### src/rtl/sdram_bus_pkg.sv
// Shared types for the SDRAM bus arbiter: read tag record, FSM state, burst decode.
package sdram_bus_pkg;

  localparam int PORT_W = 3;  // covers up to 8 upstream ports
  localparam int BEAT_W = 4;

  typedef struct packed {
    logic [PORT_W-1:0] port;
    logic [BEAT_W-1:0] beats;
  } tag_t;

  typedef enum logic {
    ST_IDLE  = 1'b0,
    ST_GRANT = 1'b1
  } state_e;

  // Codes above 3 saturate at 8 beats.
  function automatic logic [BEAT_W-1:0] beats_f(input logic burst, input logic [2:0] code);
    logic [BEAT_W-1:0] n;
    if (!burst) begin
      n = 4'd1;
    end else begin
      case (code)
        3'd0:    n = 4'd1;
        3'd1:    n = 4'd2;
        3'd2:    n = 4'd4;
        default: n = 4'd8;
      endcase
    end
    return n;
  endfunction

endpackage

### src/rtl/sdram_tag_fifo.sv
// Synchronous FIFO of outstanding-read tags; push and pop may coincide.
module sdram_tag_fifo
  import sdram_bus_pkg::*;
#(
  parameter int DEPTH = 8
) (
  input  logic clk,
  input  logic rst,
  input  logic push_i,
  input  tag_t din_i,
  input  logic pop_i,
  output tag_t dout_o,
  output logic full_o,
  output logic empty_o
);

  localparam int PW = $clog2(DEPTH);
  localparam logic [PW:0] FULL_CNT = (PW+1)'(DEPTH);

  logic [PW-1:0] wr_q, rd_q;
  logic [PW:0]   cnt_q;
  tag_t          mem_q [DEPTH];
  logic          push_ok, pop_ok;

  assign full_o  = (cnt_q == FULL_CNT);
  assign empty_o = (cnt_q == '0);
  assign push_ok = push_i & ~full_o;
  assign pop_ok  = pop_i & ~empty_o;
  assign dout_o  = mem_q[rd_q];

  always_ff @(posedge clk or posedge rst) begin
    if (rst) begin
      wr_q  <= '0;
      rd_q  <= '0;
      cnt_q <= '0;
    end else begin
      if (push_ok) wr_q <= wr_q + 1'b1;
      if (pop_ok)  rd_q <= rd_q + 1'b1;
      case ({push_ok, pop_ok})
        2'b10:   cnt_q <= cnt_q + 1'b1;
        2'b01:   cnt_q <= cnt_q - 1'b1;
        default: cnt_q <= cnt_q;
      endcase
    end
  end

  // Storage needs no reset: entries are only read while occupancy covers them.
  always_ff @(posedge clk) begin
    if (push_ok) mem_q[wr_q] <= din_i;
  end

endmodule

### src/rtl/sdram_bus_arbiter.sv
// Round-robin N-port front end for the SDRAM controller bus; holds grant through
// write bursts and routes read beats back to their requester via a tag FIFO.
module sdram_bus_arbiter
  import sdram_bus_pkg::*;
#(
  parameter int NPORT = 4,
  parameter int AW    = 23,
  parameter int DW    = 16,
  parameter int DEPTH = 8
) (
  input  logic                     clk,
  input  logic                     rst,
  input  logic [NPORT-1:0]         up_read,
  input  logic [NPORT-1:0]         up_write,
  input  logic [NPORT*AW-1:0]      up_addr,
  input  logic [NPORT-1:0]         up_burst,
  input  logic [NPORT*3-1:0]       up_burst_len,
  input  logic [NPORT*DW-1:0]      up_wdata,
  input  logic [NPORT*(DW/8)-1:0]  up_byteenable,
  output logic [NPORT-1:0]         up_ready,
  output logic [NPORT-1:0]         up_rvalid,
  output logic [DW-1:0]            up_rdata,
  output logic                     bus_read,
  output logic                     bus_write,
  output logic [AW-1:0]            bus_addr,
  output logic                     bus_burst,
  output logic [2:0]               bus_burst_len,
  output logic [DW-1:0]            bus_wdata,
  output logic [DW/8-1:0]          bus_byteenable,
  input  logic                     bus_ready,
  input  logic                     bus_rvalid,
  input  logic [DW-1:0]            bus_rdata,
  output logic                     err_orphan_rvalid
);

  localparam int BW = DW / 8;

  state_e              state_q, state_d;
  logic [PORT_W-1:0]   grant_q, grant_d;   // doubles as last_grant while idle
  logic [BEAT_W-1:0]   beats_q, beats_d;
  logic [BEAT_W-1:0]   rx_cnt_q, rx_cnt_d;
  logic                err_q, err_d;

  logic [NPORT-1:0]    req;
  logic                found;
  logic [PORT_W-1:0]   win;
  logic                win_burst;
  logic [2:0]          win_len;

  logic                sel_read, sel_write, sel_burst;
  logic [AW-1:0]       sel_addr;
  logic [2:0]          sel_len;
  logic [DW-1:0]       sel_wdata;
  logic [BW-1:0]       sel_be;

  logic                fifo_push, fifo_pop, fifo_full, fifo_empty, rv_ok;
  tag_t                head;

  sdram_tag_fifo #(.DEPTH(DEPTH)) u_tag_fifo (
    .clk     (clk),
    .rst     (rst),
    .push_i  (fifo_push),
    .din_i   ('{port: grant_q, beats: beats_q}),
    .pop_i   (fifo_pop),
    .dout_o  (head),
    .full_o  (fifo_full),
    .empty_o (fifo_empty)
  );

  // Reads are masked on registered occupancy, so a same-cycle pop unmasks next cycle.
  always_comb begin
    req       = '0;
    found     = 1'b0;
    win       = '0;
    win_burst = 1'b0;
    win_len   = '0;
    for (int i = 0; i < NPORT; i++) begin
      req[i] = (up_read[i] | up_write[i]) & ~(up_read[i] & fifo_full);
    end
    for (int k = 1; k <= NPORT; k++) begin
      for (int i = 0; i < NPORT; i++) begin
        if (!found && req[i] && (((int'(grant_q) + k) % NPORT) == i)) begin
          found     = 1'b1;
          win       = PORT_W'(i);
          win_burst = up_burst[i];
          win_len   = up_burst_len[i*3 +: 3];
        end
      end
    end
  end

  always_comb begin
    sel_read  = 1'b0;
    sel_write = 1'b0;
    sel_burst = 1'b0;
    sel_addr  = '0;
    sel_len   = '0;
    sel_wdata = '0;
    sel_be    = '0;
    for (int i = 0; i < NPORT; i++) begin
      if (grant_q == PORT_W'(i)) begin
        sel_read  = up_read[i];
        sel_write = up_write[i];
        sel_burst = up_burst[i];
        sel_addr  = up_addr[i*AW +: AW];
        sel_len   = up_burst_len[i*3 +: 3];
        sel_wdata = up_wdata[i*DW +: DW];
        sel_be    = up_byteenable[i*BW +: BW];
      end
    end
  end

  always_comb begin
    state_d        = state_q;
    grant_d        = grant_q;
    beats_d        = beats_q;
    fifo_push      = 1'b0;
    up_ready       = '0;
    bus_read       = 1'b0;
    bus_write      = 1'b0;
    bus_addr       = '0;
    bus_burst      = 1'b0;
    bus_burst_len  = '0;
    bus_wdata      = '0;
    bus_byteenable = '0;
    case (state_q)
      ST_IDLE: begin
        if (found) begin
          grant_d = win;
          beats_d = beats_f(win_burst, win_len);
          state_d = ST_GRANT;
        end
      end
      ST_GRANT: begin
        bus_read       = sel_read;
        bus_write      = sel_write;
        bus_addr       = sel_addr;
        bus_burst      = sel_burst;
        bus_burst_len  = sel_len;
        bus_wdata      = sel_wdata;
        bus_byteenable = sel_be;
        for (int i = 0; i < NPORT; i++) begin
          up_ready[i] = bus_ready & (grant_q == PORT_W'(i));
        end
        if (!sel_read && !sel_write) begin
          state_d = ST_IDLE;
        end else if (bus_ready) begin
          if (sel_read) begin
            fifo_push = 1'b1;
            state_d   = ST_IDLE;
          end else if (beats_q <= 4'd1) begin
            state_d = ST_IDLE;
          end else begin
            beats_d = beats_q - 1'b1;
          end
        end
      end
      default: state_d = ST_IDLE;
    endcase
  end

  always_comb begin
    rv_ok     = bus_rvalid & ~fifo_empty;
    up_rvalid = '0;
    up_rdata  = rv_ok ? bus_rdata : '0;
    fifo_pop  = 1'b0;
    rx_cnt_d  = rx_cnt_q;
    err_d     = err_q | (bus_rvalid & fifo_empty);
    for (int i = 0; i < NPORT; i++) begin
      up_rvalid[i] = rv_ok & (head.port == PORT_W'(i));
    end
    if (rv_ok) begin
      if (rx_cnt_q + 1'b1 >= head.beats) begin
        fifo_pop = 1'b1;
        rx_cnt_d = '0;
      end else begin
        rx_cnt_d = rx_cnt_q + 1'b1;
      end
    end
  end

  assign err_orphan_rvalid = err_q;

  always_ff @(posedge clk or posedge rst) begin
    if (rst) begin
      state_q  <= ST_IDLE;
      grant_q  <= PORT_W'(NPORT - 1);
      beats_q  <= '0;
      rx_cnt_q <= '0;
      err_q    <= 1'b0;
    end else begin
      state_q  <= state_d;
      grant_q  <= grant_d;
      beats_q  <= beats_d;
      rx_cnt_q <= rx_cnt_d;
      err_q    <= err_d;
    end
  end

endmodule

### config.mk
export PLATFORM = sky130hd
export DESIGN_NAME = sdram_bus_arbiter
export DESIGN_NICKNAME = d
export VERILOG_FILES = /design/src/rtl/sdram_bus_pkg.sv /design/src/rtl/sdram_tag_fifo.sv /design/src/rtl/sdram_bus_arbiter.sv
export SDC_FILE = /design/constraint.sdc
export NUM_CORES = 1
export LEC_CHECK = 0
export ABC_AREA = 1
export CORE_MARGIN = 2
export CORE_UTILIZATION = 30
export CTS_CLUSTER_DIAMETER = 200
export DETAILED_ROUTE_END_ITERATION = 8
export PLACE_DENSITY_LB_ADDON = 0.3
export SYNTH_ARGS = -nofsm -noshare
export SYNTH_HDL_FRONTEND = slang
export SYNTH_SLANG_ARGS = --single-unit
export TNS_END_PERCENT = 100
### constraint.sdc
create_clock -name clk -period 6.2 [get_ports clk]
set_clock_uncertainty 0.15 [all_clocks]
set_input_delay 1.24 -clock clk [delete_from_list [all_inputs] [get_ports clk]]
set_output_delay 1.24 -clock clk [all_outputs]
set_load 0.005 [all_outputs]
==> flow_metrics.tcl, run 1 <==
set metrics [dict create \
    status "finished, final reports clean" \
    postCtsHoldBufs 0 \
    vias 6778 \
    synth_ff_type "edfxtp_1" \
    swShare_pct 47.51 \
    routedWlPerCell_microns 15.77 \
    place_inst 1345 \
    yosysTopAreaCell "edfxtp_1" \
    routed_wirelength_microns 21470 \
    synth.top_cell.area_share_pct 24.78 \
    start_kind "register" \
    r2r_cells 23 \
    worstSetupEndpointType "output pin" \
    ir_drop_mv 0.1978 \
    crit_fanout 36 \
    power_switching_mw 1.955 \
    instances_no_fill 1362 \
    power_frac_comb_pct 68.1 \
    dieArea_sq_um 20520 \
    avgSynthCellArea_sq_um 6.966 \
    postCtsSetupBuffers 0 \
    clk_latency_ns 0.33 \
    die_h_microns 143.2 \
    max_freq_ghz 0.2139 \
    start_util_pct 30.79 \
    routed_via_density 4.977 \
    slowest_stage "dfstp_2" \
    finish.net_count 1317 \
    clk_pin_slew_ns 0.06 \
    cts_tree "built" \
    slowest_delay_ns 0.94 \
    drv_slew 0 \
    crit_arrival_ns 3.29 \
    area_delta_synth_final_pct 57.09 \
    grt_max_degree 38 \
    path_cells "inv_2 > nor2_1 > buf_4 > inv_1 > o22ai_1 > inv_1 > a31oi_1 > clkdlybuf4s50_1" \
    seqCellArea_sq_um 1994 \
    cts_htree_levels 3 \
    antenna_found_initial 0 \
    clock_path_buffers 2 \
    synth_common_cells "170 x nor2_1, 143 x nand2_1, 92 x inv_1" \
    leakagePower_nw 3.746 \
    period_needed_ns 4.675 \
    synth_edf_count 48 \
    grt_pass1_wl_microns 33910 \
    r2r-end "u_tag_fifo.cnt_q[3]" \
    cts_buffers 9 \
    yosysUniqueCellTypes 41 \
    gp_congestion 0.9738 \
    crit_type "reg -> out" \
    multi_input_area_sq_um 3289 \
    critPathRequiredTime_ns 4.81 \
    port_buffers 279 \
    detail-route-antenna-nets 0 \
    track_usage_pct 20.75 \
    p_int_mw 2.160 \
    min_from "err_orphan_rvalid" \
    fin_setup_tns_ns 0 \
    holdCritPathClass "reg -> reg" \
    seq_area_frac_synth_pct 34.29 \
    place_ws_ns 1.869 \
    yosys-top-cells-area "edfxtp_1 25%, nor2_1 11%, nand2_1 9.2%" \
    reg2reg_from "u_tag_fifo.rd_q[0]" \
    drc_errors 0 \
    worst_hold_slack_ns 0.3178 \
    synthArstFlopShare_pct 31.43 \
    total_power_mw 4.115 \
    relSlewSlack_pct 34.50 \
    root_buffer "clkbuf_16" \
    cp_common_cell "inv_1" \
    drt_iter0_drc 380 \
    rows 50 \
    yosys_warnings 0 \
    worst_pin_slew_ns 0.9814 \
    power.density_nw_per_um2 450.3 \
    dp_hpwl_microns 16710 \
    finalWorstSetupSlack_ns 1.525 \
    synth_fp_nets 1056 \
    cap_violations 0 \
    pwr-share-clk_pct 11.7 \
    drive_gt1_share_pct 6.721 \
    hold_end "err_orphan_rvalid" \
    grt_pass1_vias 6654 \
    synthCells 835 \
    rsz0062_at_grt "false" \
    ys_seq_elements 70 \
    r2r_slack_ns 1.92 \
    grt_overflow 0 \
    power.share.sequential_pct 20.2 \
    hold-path-cell-count 1 \
    cts_resized 0 \
    synth.most_common_cell "nor2_1" \
    fillers 1903 \
    cts_sinks 70 \
    setup_violations 0 \
    fp.dieW_microns 143.2 \
    min_period_over_period_pct 75.40 \
    pin_count 280 \
    drtPass1Iterations 7 \
    hold_viol 0 \
    coreArea_sq_um 18890 \
    syn_area_sq_um 5817 \
]
==> state kept, by name, indices dropped and copies added (netlist names), 2 cells and up <==
| signal | flops |
|---|---|
| beats_q | 4 |
| u_tag_fifo.mem_q | 48 |
| grant_q | 2 |
| u_tag_fifo.cnt_q | 4 |
| rx_cnt_q | 4 |
| u_tag_fifo.wr_q | 3 |
| u_tag_fifo.rd_q | 3 |
==> per-stage QoR <==
stage	cell area, sq um	util, %
after floorplan	5817	-
after global placement	8848	46.83
after detailed placement	8848	46.83
after CTS	9135	48.35
after global routing	9135	48.35
final	9138	48.36
==> kinds of logic after synthesis <==
family,Yosys count,share of synthesized area [%]
xor gates and xnor gates,8,1.205
adders and majority gates,13,2.925
DFF,70,34.29
buffers and inverters,140,9.163
and+or+nand+nor,434,34.48
AOI/OAI and AO/OA,170,17.94
==> per-layer routing <==
layer | GRT usage, % | wire, microns | part of all wire (%)
met5 | 0 | 0 | 0
met4 | 4.902 | 326 | 1.5
met3 | 4.795 | 1498 | 7.0
met2 | 38.45 | 10730 | 50
met1 | 24.13 | 8920 | 42
==> worst max-delay path: cells and delay by family, from the launching register on <==
kind | cells | cell delay (ns)
buffers and inverters | 5 | 1.50
flip-flops | 1 | 0.94
AO/OA/AOI/OAI | 2 | 0.31
AND/OR/NAND/NOR | 1 | 0.18
==> worst max path at each step <==
stage	startpoint	slack, ns	end	cells after the start
2_1_floorplan	u_tag_fifo.rd_q[0]	2.41	u_tag_fifo.cnt_q[3]	23
3_3_place_gp	grant_q[0]	1.87	bus_read	8
3_5_place_dp	grant_q[0]	1.87	bus_write	8
4_1_cts	grant_q[0]	1.51	bus_read	8
5_1_grt	grant_q[0]	1.31	bus_read	8
6_report	grant_q[0]	1.52	bus_write	8
==> area by class of cell <==
class	instances	share of cell area, %
multi-input combinational	625	36.00
tap	260	3.560
clock inverter	7	0.6710
inverter	103	4.231
clock buffer	9	2.465
sequential	70	21.83
antenna	1	0.02739
timing repair buffer	287	31.22
==> placed cells by master (no fill, tap or decap), drive strengths merged, types with 3 or more instances in the layout <==
master,netlist,final
nand2,152,152
edfxtp,48,48
nor2,181,181
o221ai,24,24
clkdlybuf4s50,0,279
nor3,5,5
or2,3,3
dfrtp,20,20
inv,103,107
o21a,4,4
o22ai,16,16
o21ai,67,67
xor2,6,6
clkbuf,29,9
nand4,22,22
ha,12,12
a21oi,29,29
nand3,69,69
buf,8,8
a31oi,4,4
o211ai,22,22
==> power by group through the flow <==
stage	clock network, mW	logic [mW]	registers (mW)
finish	0.479	2.80	0.832
global route	0.512	3.15	0.856
CTS	0.490	2.82	0.834
detailed placement	0	2.80	0.841
global placement	0	2.78	0.838
floorplan	0	1.78	0.743
(Power assumes the default switching activity.)
==> run 2, diff against run 1 <==
- clock period: 6.2 -> 4.35 ns (I/O delays scaled with it)
==> run 2 against run 1 <==
Register-to-register slack got worse by 1.4 ns. Die area unchanged. Flip-flop and latch count is the same. Critical path depth rose by 14. Combinational power grew 48%. Global-route usage up 0.73 points. Final cell count increased by 0.51%. First-iteration DRC count is 11% higher. Wire length is 2.6% higher. Clock power is 46% higher. Via count is 0.16% higher. Worst setup slack lost 1.0 ns. Critical endpoint is now u_tag_fifo.cnt_q[3]. Largest power group unchanged.
==> flow_metrics.tcl, run 2 (synthesis gave the netlist of run 1 again) <==
set metrics [dict create \
    status "finished, final reports clean" \
    fp.dieW_microns 143.2 \
    holdCritPathClass "reg -> reg" \
    cts_htree_levels 3 \
    drc_errors 0 \
    period_needed_ns 3.869 \
    clk_pin_slew_ns 0.06 \
    setup_violations 0 \
    clk_latency_ns 0.34 \
    slowest_delay_ns 0.46 \
    relSlewSlack_pct 36.46 \
    min_from "err_orphan_rvalid" \
    die_h_microns 143.2 \
    drv_slew 0 \
    cts_buffers 9 \
    grt_pass1_wl_microns 34800 \
    min_period_over_period_pct 88.94 \
    rsz0062_at_grt "false" \
    power.density_nw_per_um2 648.4 \
    fillers 1875 \
    worstSetupEndpointType "register" \
    ir_drop_mv 0.2329 \
    area_delta_synth_final_pct 58.51 \
    routed_wirelength_microns 22030 \
    grt_pass1_vias 6748 \
    detail-route-antenna-nets 0 \
    path_cells "buf_6 > o21ai_0 > o221ai_1 > o21ai_0 > ha_1 > inv_1 > nor2_1 > o21ai_0 > nand2_1 > a31oi_2 > inv_1 > nand2_1 > inv_1 > ha_1 > ha_1 > nand2_1 > nor2_1 > a211oi_1 > nor2_1 > nor2_1 > nand2_1 > xor2_1" \
    r2r_cells 22 \
    pin_count 280 \
    start_kind "register" \
    largest_reg_flops 48 \
    crit_fanout 25 \
    cts_tree "built" \
    worst_hold_slack_ns 0.3196 \
    drt_iter0_drc 420 \
    slowest_stage "dfrtp_1" \
    reg2reg_from "u_tag_fifo.rd_q[0]" \
    max_freq_ghz 0.2585 \
    routed_via_density 4.959 \
    vias 6789 \
    hold_viol 0 \
    critPathTopFamily "compound AO/OA/AOI/OAI gates" \
    total_power_mw 5.979 \
    leakagePower_nw 3.761 \
    finish.net_count 1321 \
    critical_path_buf_inv_count 4 \
    drive_gt1_share_pct 7.330 \
    crit_type "reg -> reg" \
    dieArea_sq_um 20520 \
    regMostFlops "u_tag_fifo.mem_q" \
    fin_setup_tns_ns 0 \
    r2r_slack_ns 0.48 \
    cts_sinks 70 \
    clock_path_buffers 2 \
    start_util_pct 30.79 \
    worst_pin_slew_ns 0.9521 \
    cap_violations 0 \
    critPathRequiredTime_ns 4.42 \
    r2r-end "u_tag_fifo.cnt_q[3]" \
    dp_hpwl_microns 17040 \
    root_buffer "clkbuf_16" \
    grt_overflow 0 \
    gp_congestion 0.9758 \
    crit_arrival_ns 3.93 \
    drtPass1Iterations 5 \
    port_buffers 279 \
    final_common_cell "clkdlybuf4s50_1" \
    hold-path-cell-count 1 \
    routedWlPerCell_microns 16.09 \
    track_usage_pct 21.48 \
    antenna_found_initial 4 \
    coreArea_sq_um 18890 \
    grt_max_degree 38 \
    rows 50 \
    layout_common_cells "279 x clkdlybuf4s50_1, 170 x nor2_1, 143 x nand2_1" \
    hold_end "err_orphan_rvalid" \
]
[run 2: changes by cell type in the layout (fill, tap and decap cells not counted), moves of 2 or more]
cell	change
inv_1	-2
diode_2	+3
clkinvlp_4	+2
buf_12	+2
[run 2: layer usage]
layer / global-route usage (%) / vias up / wire length (microns)
li1: - / 3369 / -
met1: 25.02 / 3072 / 8591
met2: 37.70 / 304 / 11090
met3: 5.366 / 44 / 1788
met4: 8.720 / 0 / 563
met5: 0 / - / 0
[run 2: power by group]
group	leakage, nW	internal [mW]	switching (mW)	total (mW)
clock network	0.135	0.397	0.301	0.699
registers	0.690	0.927	0.214	1.14
logic	2.94	1.81	2.33	4.14
total	3.76	3.14	2.84	5.98
[run 2: timing repair]
item                                    in CTS  in global routing
gates cloned                                 0                  1
resized for setup                            1                  4
buffers inserted                             0                  0
hold buffers                                 0                  0
endpoints found under the setup margin       1                  1
[run 2: worst max-delay path by stage]
stage	from	slack, ns	end	cells past startpoint
finish	u_tag_fifo.rd_q[0]	0.48	u_tag_fifo.cnt_q[3]	22
global route	u_tag_fifo.rd_q[0]	0.06	u_tag_fifo.cnt_q[3]	22
CTS	u_tag_fifo.rd_q[0]	0.31	u_tag_fifo.cnt_q[3]	22
detailed placement	grant_q[1]	0.27	u_tag_fifo.cnt_q[3]	15
global placement	grant_q[1]	0.34	u_tag_fifo.cnt_q[3]	15
floorplan	u_tag_fifo.rd_q[0]	0.56	u_tag_fifo.cnt_q[3]	23
[run 2: stage by stage]
stage	setup WS (ns)	std cells	utilization, %	cell area [sq um]
3_3_place_gp	0.3421	1348	47.09	8896
6_report	0.4810	1369	48.80	9220
2_1_floorplan	0.5562	835	-	5817
3_5_place_dp	0.2746	1348	47.09	8896
5_1_grt	0.05541	1369	48.80	9220
4_1_cts	0.3065	1364	48.63	9188
[run 2: worst register-to-register path, stage by stage (launching register included)]
cell	delay, ns
dfrtp_1	0.46
buf_6	0.25
o21ai_0	0.12
o221ai_1	0.22
o21ai_0	0.14
ha_1	0.32
inv_1	0.07
nor2_1	0.03
o21ai_0	0.14
nand2_1	0.08
a31oi_2	0.22
inv_1	0.06
nand2_1	0.10
inv_1	0.10
ha_1	0.24
ha_1	0.34
nand2_1	0.08
nor2_1	0.04
a211oi_1	0.23
nor2_1	0.07
nor2_1	0.09
nand2_1	0.07
xor2_1	0.14
[run 2: area by class of cell]
cell class / count / area [sq um] / area share, %
tap: 260 / 325.3 / 3.528
sequential: 70 / 1994 / 21.63
timing repair buffer: 290 / 2904 / 31.50
clock inverter: 7 / 61.31 / 0.6649
timing repair inverter: 1 / 5.005 / 0.05428
multi-input combinational: 625 / 3301 / 35.80
clock buffer: 9 / 225.2 / 2.443
antenna: 4 / 10.01 / 0.1086
inverter: 103 / 394.1 / 4.275
==> run 3, diff against run 2 <==
- CORE_UTILIZATION: 30 -> 35
==> run 3 against run 2 <==
Critical path depth decreased by 16. Worst setup slack got worse by 0.041 ns. Wire length down 2.7%. Register-to-register slack is essentially flat. Flip-flop and latch count is the same. Non-clock buffer count is 2 higher. Final cell count down 3.1%. Utilization is 7.2 points higher. Design area fell by 0.34%. Sequential share of layout area up 0.074 points. First-iteration DRC count increased by 34%. Critical endpoint is now bus_addr[4]. Largest cell class unchanged.
==> flow_metrics.tcl, run 3 (synthesis gave the netlist of run 1 again) <==
set metrics [dict create \
    vias 6847 \
    critPathTopFamily "buffers and inverters" \
    cts_resized 0 \
    fillers 1534 \
    relSlewSlack_pct 36.91 \
    dieArea_sq_um 17670 \
    pin_count 280 \
    finish.net_count 1322 \
    slowest_stage "dfstp_2" \
    dr_wl_met3_microns 1660 \
    final_common_cell "clkdlybuf4s50_1" \
    slowest_delay_ns 0.69 \
    postCtsHoldBufs 0 \
    die_h_microns 132.9 \
    cts_htree_levels 3 \
    cap_violations 0 \
    setup_violations 0 \
    clock_path_buffers 2 \
    start_kind "register" \
    power.density_nw_per_um2 660.8 \
    dr_wl_met2_microns 10410 \
    routed.top_layer "met4" \
    detail-route-antenna-nets 0 \
    drc_errors 0 \
    rows 47 \
    fp.dieW_microns 132.9 \
    path_cells "buf_4 > nor2_2 > inv_2 > o221ai_1 > a21oi_1 > clkdlybuf4s50_1" \
    root_buffer "clkbuf_16" \
    drive_gt1_share_pct 6.962 \
    crit_type "reg -> out" \
    critical_path_buf_inv_count 3 \
    gp_congestion 1.038 \
    routedWlPerCell_microns 16.16 \
    regMostFlops "u_tag_fifo.mem_q" \
    period_needed_ns 3.910 \
    dp_hpwl_microns 16530 \
    holdCritPathClass "reg -> reg" \
    postCtsSetupBuffers 0 \
    clk_latency_ns 0.33 \
    layout_common_cells "279 x clkdlybuf4s50_1, 170 x nor2_1, 143 x nand2_1" \
    min_period_over_period_pct 89.88 \
    rsz0062_at_grt "false" \
    start_util_pct 35.45 \
    antenna_cells 0 \
    fin_setup_tns_ns 0 \
    antenna_found_initial 0 \
    met1_length_microns 8744 \
    drv_slew 0 \
    grt_pass1_wl_microns 34610 \
    routed_wirelength_microns 21430 \
    clk_pin_slew_ns 0.05 \
    port_buffers 279 \
    coreArea_sq_um 16410 \
    grt_overflow 0 \
    routed_via_density 5.164 \
    drt_iter0_drc 562 \
    crit_arrival_ns 2.89 \
    largest_reg_flops 48 \
    crit_fanout 29 \
    max_freq_ghz 0.2558 \
    track_usage_pct 24.27 \
    ir_drop_mv 0.3344 \
    cts_tree "built" \
    cts_buffers 9 \
    area_delta_synth_final_pct 57.97 \
    critPathRequiredTime_ns 3.33 \
    hold_viol 0 \
    drtPass1Iterations 7 \
    cts_sinks 70 \
    worst_pin_slew_ns 0.9453 \
    status "finished, final reports clean" \
    total_power_mw 6.072 \
    grt_max_degree 48 \
    grt_pass1_vias 6848 \
    leakagePower_nw 3.803 \
    worstSetupEndpointType "output pin" \
]
run 3: cell count changes in the layout (fill, tap and decap cells not counted), sizes merged:
| cell | change |
|---|---|
| clkinvlp | -5 |
| inv | -3 |
| clkbuf | +1 |
| bufinv | +3 |
| clkinv | +3 |
| buf | +2 |
| diode | -4 |
run 3: final cells by class:
class	count	area [sq um]	share of cell area (%)
Inverter	103	386.6	4.208
Clock inverter	6	111.4	1.212
Tap cell	220	275.3	2.996
Clock buffer	10	229.0	2.492
Sequential cell	70	1994	21.70
Multi-Input combinational cell	625	3289	35.80
Timing Repair Buffer	292	2903	31.59
run 3: worst reg2reg max path, stage by stage (launching register included):
cell	delay, ns
dfrtp_1	0.37
inv_1	0.29
o21ai_0	0.15
o221ai_1	0.16
o21ai_0	0.12
ha_1	0.30
inv_1	0.06
nor2_1	0.03
o21ai_0	0.13
nand2_1	0.07
a31oi_1	0.29
inv_1	0.08
nand2_1	0.11
inv_1	0.09
ha_1	0.24
ha_1	0.35
nand2_1	0.08
nor2_1	0.04
a211oi_1	0.27
nor2_1	0.07
nor2_1	0.09
nand2_1	0.06
xor2_1	0.13
run 3: worst paths after layout:
check | from | endpoint | slack [ns] | cells after the start
setup / recovery | grant_q[1] | bus_addr[4] | 0.44 | 6
hold / removal | err_orphan_rvalid | err_orphan_rvalid | 0.31 | 1
setup reg to reg | u_tag_fifo.rd_q[1] | u_tag_fifo.cnt_q[3] | 0.49 | 22
hold reg to reg | err_orphan_rvalid | err_orphan_rvalid | 0.31 | 1
max in group asynchronous | rst | u_tag_fifo.cnt_q[2] | 2.61 | 2
min in group asynchronous | rst | rx_cnt_q[2] | 0.88 | 2
run 3: routing by layer:
metal	vias to the layer above	GRT usage [%]
met5	-	0
met4	0	7.885
met3	50	5.249
met2	312	42.57
met1	3121	29.60
li1	3364	-
run 3: power breakdown:
part	internal [mW]	switching (mW)	total, mW
sequential	0.926	0.165	1.09
clock	0.560	0.265	0.825
combinational	1.80	2.36	4.16
run 3: metrics by stage:
stage / utilization [%] / hold slack, ns / instance area (sq um) / instances / worst slack, ns
3_5_place_dp: 53.93 / 0.3074 / 8848 / 1310 / 0.5072
6_report: 56.01 / 0.3109 / 9189 / 1326 / 0.4401
5_1_grt: 56.01 / 0.3463 / 9189 / 1326 / 0.02261
4_1_cts: 56.01 / 0.3190 / 9189 / 1326 / 0.4411
2_1_floorplan: - / 0.3163 / 5817 / 835 / 0.5562
3_3_place_gp: 53.93 / 0.3004 / 8848 / 1310 / 0.6451
